**config.mk**
```make
export PLATFORM = sky130hd
export DESIGN_NAME = gf_clmul_serial_flat
export DESIGN_NICKNAME = d
export VERILOG_FILES = /design/src/rtl/gf_clmul_serial_if.sv /design/src/rtl/gf_clmul_serial.sv /design/src/flat_wrapper.sv
export SDC_FILE = /design/constraint.sdc
export NUM_CORES = 1
export LEC_CHECK = 0
export BUFFER_PORTS_ARGS = -buffer_cell sky130_fd_sc_hd__buf_2
export CORE_AREA = 2 2 83 85
export CTS_CLUSTER_SIZE = 40
export DETAILED_ROUTE_END_ITERATION = 6
export DIE_AREA = 0 0 85 87
export PLACE_DENSITY = 0.66
export SLEW_MARGIN = 30
export SYNTH_ARGS = -nofsm -noshare
export SYNTH_HDL_FRONTEND = slang
export SYNTH_SLANG_ARGS = --single-unit
```
**constraint.sdc**
```tcl
create_clock -name clk -period 2.3 [get_ports clk]
set_clock_uncertainty 0.1 [all_clocks]
set_input_delay 0.23 -clock clk [delete_from_list [all_inputs] [get_ports clk]]
set_output_delay 0.23 -clock clk [all_outputs]
set_load 0.05 [all_outputs]
```
**src/rtl/gf_clmul_serial_if.sv**
```systemverilog
// Handshake and data bundle for the bit-serial carry-less multiplier.
// Optional feature macro: GF_CLMUL_OPERAND_CHECK_EN (adds err_out).
interface gf_clmul_serial_if #(
   parameter int DATA_WIDTH = 10
);
   localparam int GW = $clog2(DATA_WIDTH) + 1;

   logic                      in_valid;
   logic                      in_ready;
   logic [GW-1:0]             polyn_grade;
   logic [DATA_WIDTH-1:0]     a_in;
   logic [DATA_WIDTH-1:0]     b_in;
   logic                      out_valid;
   logic                      out_ready;
   logic [2*DATA_WIDTH-1:0]   prod_out;
   logic [GW-1:0]             grade_out;
   logic                      busy;
`ifdef GF_CLMUL_OPERAND_CHECK_EN
   logic                      err_out;
`endif

   // Producer of operands / consumer of products
   modport master (
      output in_valid, polyn_grade, a_in, b_in, out_ready,
      input  in_ready, out_valid, prod_out, grade_out, busy
`ifdef GF_CLMUL_OPERAND_CHECK_EN
      , input err_out
`endif
   );

   // The multiplier itself
   modport slave (
      input  in_valid, polyn_grade, a_in, b_in, out_ready,
      output in_ready, out_valid, prod_out, grade_out, busy
`ifdef GF_CLMUL_OPERAND_CHECK_EN
      , output err_out
`endif
   );
endinterface

```
**src/rtl/gf_clmul_serial.sv**
```systemverilog
// Bit-serial carry-less (GF(2)[x]) multiplier, MSB-first, one operand bit per
// cycle. Emits the unreduced product together with the captured field degree
// so the reduction stage can consume it directly.
// Optional feature macro: GF_CLMUL_OPERAND_CHECK_EN (registered operand check
// flag err_out, held with the product).
module gf_clmul_serial #(
   parameter int DATA_WIDTH = 10
) (
   input  logic              clk,
   input  logic              rst_n,
   gf_clmul_serial_if.slave  bus
);
   localparam int GW = $clog2(DATA_WIDTH) + 1;
   localparam int PW = 2 * DATA_WIDTH;

   typedef enum logic [1:0] {IDLE, RUN, DONE} state_t;

   state_t                  state;
   logic [DATA_WIDTH-1:0]   a_reg;
   logic [DATA_WIDTH-1:0]   b_reg;
   logic [PW-1:0]           acc;
   logic [GW-1:0]           count;
   logic [GW-1:0]           grade_reg;
   logic                    out_valid_r;
   logic                    busy_r;
   logic [DATA_WIDTH-1:0]   cap_mask;
   logic                    cap_grade_ok;
`ifdef GF_CLMUL_OPERAND_CHECK_EN
   logic                    err_r;
   logic                    cap_err;
`endif

   // Bits [g-1:0] set; saturates to all ones for g >= DATA_WIDTH.
   function automatic logic [DATA_WIDTH-1:0] grade_mask(input logic [GW-1:0] g);
      logic [DATA_WIDTH-1:0] m;
      m = '0;
      for (int i = 0; i < DATA_WIDTH; i++) begin
         if (GW'(i) < g) m[i] = 1'b1;
      end
      return m;
   endfunction

   // Degrees below 2 or above DATA_WIDTH have no meaningful product.
   function automatic logic grade_valid(input logic [GW-1:0] g);
      return (g >= GW'(2)) && (g <= GW'(DATA_WIDTH));
   endfunction

   // One MSB-first shift-and-XOR step using operand bit B[cnt-1].
   function automatic logic [PW-1:0] clmul_step(
      input logic [PW-1:0]         acc_in,
      input logic [DATA_WIDTH-1:0] a,
      input logic [DATA_WIDTH-1:0] b,
      input logic [GW-1:0]         cnt
   );
      logic [DATA_WIDTH-1:0] b_sh;
      logic [PW-1:0]         nxt;
      b_sh = b >> (cnt - 1'b1);
      nxt  = acc_in << 1;
      if (b_sh[0]) nxt = nxt ^ {{DATA_WIDTH{1'b0}}, a};
      return nxt;
   endfunction

   // Capture-side decode of the incoming degree
   assign cap_mask     = grade_mask(bus.polyn_grade);
   assign cap_grade_ok = grade_valid(bus.polyn_grade);
`ifdef GF_CLMUL_OPERAND_CHECK_EN
   assign cap_err = (|(bus.a_in & ~cap_mask)) | (|(bus.b_in & ~cap_mask)) | ~cap_grade_ok;
`endif

   // Control FSM plus operand/accumulator registers; degenerate degrees enter
   // RUN with count 0 so they fall straight through to DONE with acc = 0.
   always_ff @(posedge clk or negedge rst_n) begin
      if (!rst_n) begin
         state       <= IDLE;
         a_reg       <= '0;
         b_reg       <= '0;
         acc         <= '0;
         count       <= '0;
         grade_reg   <= '0;
         out_valid_r <= 1'b0;
         busy_r      <= 1'b0;
`ifdef GF_CLMUL_OPERAND_CHECK_EN
         err_r       <= 1'b0;
`endif
      end else begin
         case (state)
            IDLE: begin
               if (bus.in_valid) begin
                  a_reg     <= bus.a_in & cap_mask;
                  b_reg     <= bus.b_in & cap_mask;
                  grade_reg <= bus.polyn_grade;
                  acc       <= '0;
                  count     <= cap_grade_ok ? bus.polyn_grade : '0;
                  busy_r    <= 1'b1;
                  state     <= RUN;
`ifdef GF_CLMUL_OPERAND_CHECK_EN
                  err_r     <= cap_err;
`endif
               end
            end
            RUN: begin
               if (count == '0) begin
                  state       <= DONE;
                  out_valid_r <= 1'b1;
               end else begin
                  acc   <= clmul_step(acc, a_reg, b_reg, count);
                  count <= count - 1'b1;
                  if (count == GW'(1)) begin
                     state       <= DONE;
                     out_valid_r <= 1'b1;
                  end
               end
            end
            DONE: begin
               if (bus.out_ready) begin
                  state       <= IDLE;
                  out_valid_r <= 1'b0;
                  busy_r      <= 1'b0;
`ifdef GF_CLMUL_OPERAND_CHECK_EN
                  err_r       <= 1'b0;
`endif
               end
            end
            default: begin
               state       <= IDLE;
               out_valid_r <= 1'b0;
               busy_r      <= 1'b0;
            end
         endcase
      end
   end

   // Output drive: ready straight from state, everything else from registers
   assign bus.in_ready  = (state == IDLE);
   assign bus.out_valid = out_valid_r;
   assign bus.busy      = busy_r;
   assign bus.prod_out  = acc;
   assign bus.grade_out = grade_reg;
`ifdef GF_CLMUL_OPERAND_CHECK_EN
   assign bus.err_out   = err_r;
`endif

endmodule
```
**src/flat_wrapper.sv**
```systemverilog
// flat-port wrapper written by rule: the top's interface ports become plain ports
module gf_clmul_serial_flat 
#(
   parameter int DATA_WIDTH = 10
)
  (clk, rst_n, bus_in_valid, bus_polyn_grade, bus_a_in, bus_b_in, bus_out_ready, bus_in_ready, bus_out_valid, bus_prod_out, bus_grade_out, bus_busy);
  gf_clmul_serial_if #(.DATA_WIDTH(DATA_WIDTH)) bus_i ();
  input  logic clk;
  input  logic rst_n;
  input wire logic [$bits(bus_i.in_valid)-1:0] bus_in_valid;
  input wire logic [$bits(bus_i.polyn_grade)-1:0] bus_polyn_grade;
  input wire logic [$bits(bus_i.a_in)-1:0] bus_a_in;
  input wire logic [$bits(bus_i.b_in)-1:0] bus_b_in;
  input wire logic [$bits(bus_i.out_ready)-1:0] bus_out_ready;
  output wire logic [$bits(bus_i.in_ready)-1:0] bus_in_ready;
  output wire logic [$bits(bus_i.out_valid)-1:0] bus_out_valid;
  output wire logic [$bits(bus_i.prod_out)-1:0] bus_prod_out;
  output wire logic [$bits(bus_i.grade_out)-1:0] bus_grade_out;
  output wire logic [$bits(bus_i.busy)-1:0] bus_busy;
  assign bus_i.in_valid = bus_in_valid;
  assign bus_i.polyn_grade = bus_polyn_grade;
  assign bus_i.a_in = bus_a_in;
  assign bus_i.b_in = bus_b_in;
  assign bus_i.out_ready = bus_out_ready;
  assign bus_in_ready = bus_i.in_ready;
  assign bus_out_valid = bus_i.out_valid;
  assign bus_prod_out = bus_i.prod_out;
  assign bus_grade_out = bus_i.grade_out;
  assign bus_busy = bus_i.busy;
  gf_clmul_serial #(.DATA_WIDTH(DATA_WIDTH)) u_core (.clk(clk), .rst_n(rst_n), .bus(bus_i));
endmodule
```
==> out/results.ini, run 1 <==
[outcome]
status=finished clean

[synthesis]
synth_top_family_by_area=simple AND/OR/NAND/NOR gates
yosys.cell_count.top_type=nand2_1
synth_xor_area_share_pct=0.924
synth_fa_ha_area_share_pct=1.32
synth_top_area_share_pct=47.5
synth.avg_cell_area_sq_um=8.78
synth_compound_area_share_pct=14.3
synth_area_sq_um=2840
synthCells=324
ys_seq_elements=54
synth_nets=356
ys_async_sr_fraction_pct=100
synth_area_leaders=dfrtp_1 (48%), nand2_1 (9.6%), nand3_1 (4.2%)
synth_edf_count=0
synth_cell_type_count=47
synth_flop_cell=dfrtp_1
synth_largest_area_cell=dfrtp_1
synth_commonest_cells=nand2_1 (73), dfrtp_1 (54), nand3_1 (24)
synthSimpleGateAreaFrac_pct=27.4
ys_warn_count=0
ys_seq_area_share_pct=47.5
muxShareOfSynthArea_pct=2.73

[layout]
instances_no_fill=462
layout.nets=413
antenna_cells=0
largest_reg_flops=20
drive_above_1_share_pct=24.3
syn2layout_area_growth_pct=20.3
nFillCells=598

[timing]
final.period_utilization_pct=97.2
worst_pin_slew_ps=666
slew_viol_final=0
slew-limit-headroom_pct=55.6
final.min_clock_period_ps=2240
hold_violations=0
fmax_mhz=447
setup_ws_ps=63.5
finalSetupTns_ps=0
hold-worst-slack_ps=7.58
rsz0062_at_grt=yes
setup_violations=0

[worst_hold_path]
hp-start=bus_out_ready
whs_path_depth=2
whs_endpoint=u_core.state[1]
hp-class=input port to register

[route]
drt-total-wl_um=7010
routed_via_density=5.55
firstDrtPassIters=4
vias=2565
drt_iter0_markers=172
drc=0
post_drt_wl_per_cell_um=15.2
detail-route-antenna-nets=0

[worst_setup_path]
cp.arrival_ps=2390
start_kind=register
critPathRequiredTime_ps=2460
crit_fanout=8
r2r_cells=7
worstSetupPathType=register to register
r2r_slack_ps=60
end_kind=register
timing.rr.end=u_core.bus.prod_out[4]
r2r-start=u_core.count[0]

[clock_tree]
clockRootBuffer=clkbuf_8
clk_pin_slew_ps=100
cts_num_sinks=54
clock_path_buffers=2
htree_levels=2
tritoncts=built
clk_latency_ps=310
numCtsBuffers=5

[grt]
first_global_vias=2298
gr-total-overflow=0
grt_first_pass_wirelength_um=11200
grt_max_degree=29
grt_usage_pct=19.0
antenna_found_initial=0

[floorplan]
die_h_um=87
die_x_um=85
num_io_pins=57
core_area_sq_um=6570
dieArea_sq_um=7400
num_rows=30
initial_core_util_pct=43.3

[placement]
placed_cells=450
dp_hpwl_um=4880
gp_congestion=0.846
port_buffers=56
post-place-ws_ps=56.3

[power_and_ir_drop]
leakagePower_nw=1.70
power.density_nw_per_um2=1530
max-vdd-ir-drop_mv=0.829
finalPower_mw=5.23

[flow_run]
maxCapViolCount=0

-- worst max-delay path by stage --
stage               cells past startpoint                endpoint             from  slack [ps]
finish                                  7  u_core.bus.prod_out[4]  u_core.count[0]          60
floorplan                              10  u_core.bus.prod_out[9]  u_core.count[0]          40
global route                            7  u_core.bus.prod_out[4]  u_core.count[0]         -30
CTS                                     7  u_core.bus.prod_out[3]  u_core.count[0]          40
global placement                        6  u_core.bus.prod_out[4]  u_core.count[0]         130
detailed placement                      7  u_core.bus.prod_out[2]  u_core.count[1]          60
-- metal layers --
metal  wire (um)  global-route usage (%)
met5           0                       0
met2        3190                    28.7
met3         344                    3.13
met4          95                    5.05
met1        3380                    28.4
-- final cells by class --
class	instances	area [sq um]	share of cell area [%]
Multi-Input combinational cell	233	1390	40.6
Sequential cell	54	1350	39.5
Timing Repair Buffer	71	412	12.0
Tap cell	80	100	2.93
Clock buffer	6	72.6	2.12
Inverter	16	60.1	1.76
Clock inverter	2	37.5	1.10
-- layout by cell type (no fill, tap or decap), types with 2 or more instances in the layout --
cell type  instances
a211oi_1           3
inv_2              3
a21oi_1           12
inv_1             13
o22ai_1            2
dfrtp_1           54
o31ai_1            2
mux4_2             2
clkbuf_8           5
or4_1              9
buf_2             56
nand2b_1           2
or2_1              2
nor2_1            20
a22o_1            10
nor3_1            11
nor4_1             2
nand2_1           73
and3_1            11
nand3_1           24
nor3b_2            2
xnor2_1            2
o21ai_0            3
a221oi_1           8
nand4b_1           2
o21ai_1            8
buf_4             12
ha_4               2
-- cell families (layout without fill, tap and decap cells) --
| family | Yosys count | after routing |
|---|---|---|
| compound gates | 57 | 58 |
| xor+xnor | 3 | 3 |
| fa+ha+maj | 3 | 3 |
| buf+inv | 38 | 95 |
| flops | 54 | 54 |
| mux | 4 | 4 |
| simple gates | 165 | 165 |
-- where the power goes --
part | total (mW) | switching [mW] | leakage, nW | internal [mW]
Combinational | 2.92 | 1.90 | 0.949 | 1.02
Sequential | 1.66 | 0.328 | 0.697 | 1.33
Clock | 0.649 | 0.324 | 0.0514 | 0.325
Total | 5.23 | 2.55 | 1.70 | 2.68
-- worst max-delay path, stage by stage, from the launching register on --
cell,delay (ps)
dfrtp_1,400
inv_2,90
ha_4,290
mux4_2,320
mux2i_4,270
a21oi_2,140
or4_1,490
nand3_1,70
-- per-stage QoR --
step	utilization, %	cell area (sq um)
2_1_floorplan	-	2840
3_3_place_gp	49.1	3230
3_5_place_dp	49.1	3230
4_1_cts	50.9	3350
5_1_grt	52.1	3420
6_report	52.1	3420
-- what timing repair did --
action,in CTS,in global routing
buffers inserted,0,2
endpoints found under the setup margin,0,9
hold buffers,1,0
resized for setup,0,13
endpoints found under the hold margin,27,0
No activity file was read; power rests on OpenSTA's default activity.
==> run 2, diff against run 1 <==
--- a/config.mk
+++ b/config.mk
@@ -10,7 +10,7 @@
 export CTS_CLUSTER_SIZE = 40
 export DETAILED_ROUTE_END_ITERATION = 6
 export DIE_AREA = 0 0 85 87
-export PLACE_DENSITY = 0.66
+export PLACE_DENSITY = 0.78
 export SLEW_MARGIN = 30
 export SYNTH_ARGS = -nofsm -noshare
 export SYNTH_HDL_FRONTEND = slang
==> run 2 against run 1 <==
Effect of this change:
- combinational power down 4%
- highest routed layer unchanged
- worst hold slack improved by 1.2 ps
- sequential share of layout area increased by 0.13 points
- largest cell class unchanged
- critical path depth fell by 1
- core utilization is 0.17 points lower
- clock power decreased by 1%
- wire length shrank 0.71%
- die area stayed put
==> out/results.ini, run 2 (same netlist as run 1, synthesis figures left out) <==
[worst_setup_path]
end_kind=register
crit_fanout=18
start_kind=register
worstSetupPathType=register to register
cp.arrival_ps=2410
critPathRequiredTime_ps=2450

[clock_tree]
clk_latency_ps=310
cts_num_sinks=54
numCtsBuffers=5
tritoncts=built
clock_path_buffers=2
clk_pin_slew_ps=100
htree_levels=2
clockRootBuffer=clkbuf_8

[placement]
post-place-ws_ps=60.6
port_buffers=56
dpl-instance-area_sq_um=3250
dp_hpwl_um=4950
placed_cells=451
gp_congestion=0.860

[power_and_ir_drop]
finalPower_mw=5.12
max-vdd-ir-drop_mv=0.820
leakagePower_nw=1.71
power.density_nw_per_um2=1500

[worst_hold_path]
hp-class=input port to register

[route]
routed_via_density=5.68
maxUsedRoutingLayer=met4
firstDrtPassIters=4
dr_wl_met3_um=445
drt-total-wl_um=6960
vias=2618
wl_met2_um=3230
post_drt_wl_per_cell_um=15.1
drc=0
detail-route-antenna-nets=0
drt_iter0_markers=199
met1_length_um=3180

[timing]
final.min_clock_period_ps=2260
fmax_mhz=443
hold_violations=0
slew-limit-headroom_pct=56.8
setup_violations=0
slew_viol_final=0
final.period_utilization_pct=98.1
setup_ws_ps=44.1
worst_pin_slew_ps=645

[grt]
antenna_found_initial=0
grt_max_degree=30
grt_usage_pct=19.2
grt_first_pass_wirelength_um=11400
gr-total-overflow=0
first_global_vias=2458

[layout]
largest_reg_flops=20
final_common_cell=nand2_1
nFillCells=604
drive_above_1_share_pct=23.1
multi_input_area_sq_um=1370
layout.nets=412
instances_no_fill=461
antenna_cells=0
syn2layout_area_growth_pct=19.9
layout_common_cells=nand2_1 (73), buf_2 (56), dfrtp_1 (54)
postLayoutCellArea_sq_um=3410
seqCellArea_sq_um=1350
final_core_util_pct=51.9

[floorplan]
dieArea_sq_um=7400
die_x_um=85
core_area_sq_um=6570
num_io_pins=57
initial_core_util_pct=43.3
die_h_um=87
num_rows=30

[outcome]
status=finished clean

[flow_run]
maxCapViolCount=0

-- run 2: cell types whose count changed in the layout (fill, tap and decap cells not counted) --
cell,delta
a21oi_2,-1
inv_1,+2
mux2i_2,+1
mux2i_4,-1
buf_12,+1
inv_2,-2
ha_4,-1
ha_2,+1
mux4_1,+2
buf_6,-1
mux4_2,-2
-- run 2: path summary, 6_finish.rpt --
kind	startpoint	to	slack, ps	depth (start not counted)
max	u_core.count[0]	u_core.bus.prod_out[7]	40	6
min	bus_out_ready	u_core.state[1]	9	2
max reg2reg	u_core.count[0]	u_core.bus.prod_out[7]	40	6
min reg2reg	u_core.b_reg[2]	u_core.b_reg[2]	370	2
max in group asynchronous	rst_n	u_core.count[1]	1170	3
min in group asynchronous	rst_n	u_core.bus.prod_out[6]	360	2
-- run 2: cell type report --
| cell class | instances | area share [%] |
|---|---|---|
| Timing Repair Buffer | 71 | 12.3 |
| Inverter | 16 | 1.76 |
| Tap cell | 80 | 2.94 |
| Multi-Input combinational cell | 232 | 40.1 |
| Clock inverter | 2 | 1.10 |
| Clock buffer | 6 | 2.13 |
| Sequential cell | 54 | 39.6 |
-- run 2: stage by stage --
stage          hold WS [ps]  setup TNS [ps]
2_1_floorplan          -166               0
3_3_place_gp            168               0
3_5_place_dp            176               0
4_1_cts                8.13               0
5_1_grt                4.03            -104
6_report               8.78               0
-- run 2: repair_timing --
item / in CTS / in global routing
setup buffers: 0 / 1
gates resized for setup: 0 / 6
endpoints found under the setup margin: 0 / 9
hold endpoints to repair: 25 / 0
hold buffers: 1 / 0
-- run 2: critical path, cell delays in order (launching register included) --
cell and delay [ps]:
dfrtp_1 390, buf_4 140, mux4_1 570, mux2i_2 270
a21oi_4 130, or4_1 520, nand3_1 80
-- run 2: power breakdown --
group | switching, mW | internal [mW] | leakage [nW]
Sequential | 0.334 | 1.33 | 0.697
Clock | 0.316 | 0.325 | 0.0514
Combinational | 1.82 | 0.989 | 0.960
Total | 2.47 | 2.65 | 1.71
-- run 2: layer usage --
layer  GRT usage (%)  up-vias
li1                -     1252
met1            26.9     1252
met2            29.9      101
met3            3.98       13
met4            6.64        0
met5               0        -
==> run 3, diff against run 2 <==
--- a/config.mk
+++ b/config.mk
@@ -10,6 +10,7 @@
 export CTS_CLUSTER_SIZE = 40
 export DETAILED_ROUTE_END_ITERATION = 6
 export DIE_AREA = 0 0 85 87
+export GPL_TIMING_DRIVEN = 0
 export PLACE_DENSITY = 0.78
 export SLEW_MARGIN = 30
 export SYNTH_ARGS = -nofsm -noshare
==> run 3 against run 2 <==
Effect of this change:
- the run now ends with setup timing left
- clock power rose by 3.1%
- wire length rose by 7.1%
- core utilization rose by 1.2 points
- largest power group unchanged
- cell area rose by 2.3%
- register-to-register slack got worse by 150 ps
- clock-buffer cell count did not move
- setup slack got worse by 150 ps
- total power rose by 5.7%
- cell count rose by 2.8%
==> out/results.ini, run 3 (same netlist as run 1, synthesis figures left out) <==
[timing]
worst_pin_slew_ps=681
setup_ws_ps=-110
slew_viol_final=0
fmax_mhz=415
hold-worst-slack_ps=15.9
hold_violations=0
rsz0062_at_grt=yes
setup_violations=5
slew-limit-headroom_pct=54.6
final.min_clock_period_ps=2410
finalSetupTns_ps=-161
final.period_utilization_pct=105

[power_and_ir_drop]
power.density_nw_per_um2=1550
leakagePower_nw=1.72
max-vdd-ir-drop_mv=0.655
finalPower_mw=5.42

[worst_setup_path]
worstSetupPathType=register to register
crit_slowest_cell=or4_1
start_kind=register
cp_cell_sequence=buf_6, clkinvlp_4, ha_4, mux4_2, mux2i_4, a21oi_4, buf_6, or4_1, nand3_1
crit_top_cell=buf_6
end_kind=register
crit_fanout=9
cp.arrival_ps=2560
crit_path_max_incr_delay_ps=450
critPathRequiredTime_ps=2450

[clock_tree]
clk_latency_ps=320
numCtsBuffers=5
clock_path_buffers=2
clockRootBuffer=clkbuf_8
cts_num_sinks=54
tritoncts=built
clk_pin_slew_ps=110
htree_levels=2

[grt]
gr-total-overflow=0
grt_use_met2_pct=32.7
grt_first_pass_wirelength_um=12200
grt_usage_pct=21.0
antenna_found_initial=0
gr-max-usage-layer=met2
first_global_vias=2469
gr-usage-met3_pct=3.70
grt_max_degree=55
grtUsageMet1_pct=30.1

[route]
drt-total-wl_um=7460
firstDrtPassIters=5
detail-route-antenna-nets=0
drc=0
post_drt_wl_per_cell_um=15.7
routed_via_density=5.67
drt_iter0_markers=368
vias=2688

[floorplan]
die_x_um=85
dieArea_sq_um=7400
num_io_pins=57
initial_core_util_pct=43.3
die_h_um=87
num_rows=30
core_area_sq_um=6570

[layout]
syn2layout_area_growth_pct=22.7
final_common_cell=nand2_1
drive_above_1_share_pct=24.6
layout.nets=425
antenna_cells=0
largest_reg_flops=20
layout_common_cells=nand2_1 (73), buf_2 (57), dfrtp_1 (53)

[outcome]
status=complete, but fails checks
violations=setup timing

[placement]
port_buffers=54
gp_congestion=0.850
dp_hpwl_um=5160

[flow_run]
maxCapViolCount=0

[worst_hold_path]
hp-class=input port to register

run 3: cell types whose count changed in the layout (fill, tap and decap cells not counted), sizes merged:
cell	before	now
buf	70	69
clkinvlp	1	2
clkbuf	6	19
inv	16	15
dlygate4sd3	1	2
run 3: layer usage:
metal,routed length [um],share of wire [%],up-vias
met3,495,6.6,13
met5,0,0,-
met4,116,1.6,0
met2,3380,45,109
met1,3470,46,1293
li1,-,-,1273
run 3: path summary, 6_finish.rpt:
| check | from | end | slack [ps] | depth (start not counted) |
|---|---|---|---|---|
| setup / recovery | u_core.count[0] | u_core.bus.prod_out[9] | -110 | 9 |
| hold / removal | bus_a_in[3] | u_core.a_reg[3] | 20 | 2 |
| setup reg to reg | u_core.count[0] | u_core.bus.prod_out[9] | -110 | 9 |
| hold reg to reg | u_core.bus.prod_out[19] | u_core.bus.prod_out[19] | 380 | 2 |
| max in group asynchronous | rst_n | u_core.state[1] | 1220 | 2 |
| min in group asynchronous | rst_n | u_core.a_reg[4] | 390 | 2 |
run 3: worst max-delay path, delay by kind of cell (launching register included):
family | cells | cell delay (ps)
AO/OA/AOI/OAI | 1 | 90
adder cells (fa/ha/maj) | 1 | 320
AND/OR/NAND/NOR | 2 | 530
multiplexers | 2 | 540
flip-flops | 1 | 390
buffers and inverters | 3 | 380
run 3: layout make-up:
cell class / instances / area, sq um
plain buffers: 21 / 111
clock buffers: 6 / 72.6
clock inverters: 2 / 37.5
fillers: 603 / 3080
inverters: 16 / 63.8
multi-input cells: 232 / 1410
flip-flops and latches: 54 / 1350
well taps: 80 / 100
repair buffers: 63 / 345
run 3: power breakdown:
group	switching, mW	total, mW	internal (mW)
Sequential	0.279	1.61	1.33
Clock	0.335	0.661	0.326
Combinational	2.04	3.14	1.11
run 3: timing repair:
item	CTS	global route
endpoints found under the setup margin	19	18
hold buffers	1	1
endpoints found under the hold margin	54	1
setup buffers	7	0
gates resized for setup	17	7
pin swaps	1	1
run 3: through the flow:
step                      setup WS, ps  utilization, %  instances  cell area [sq um]
after floorplan                   39.7               -        324               2840
after CTS                        -83.5            52.7        473               3460
final                             -110            53.1        474               3490
after global routing              -171            53.1        474               3490
after global placement            -337            48.9        458               3210
after detailed placement          -401            49.0        458               3220
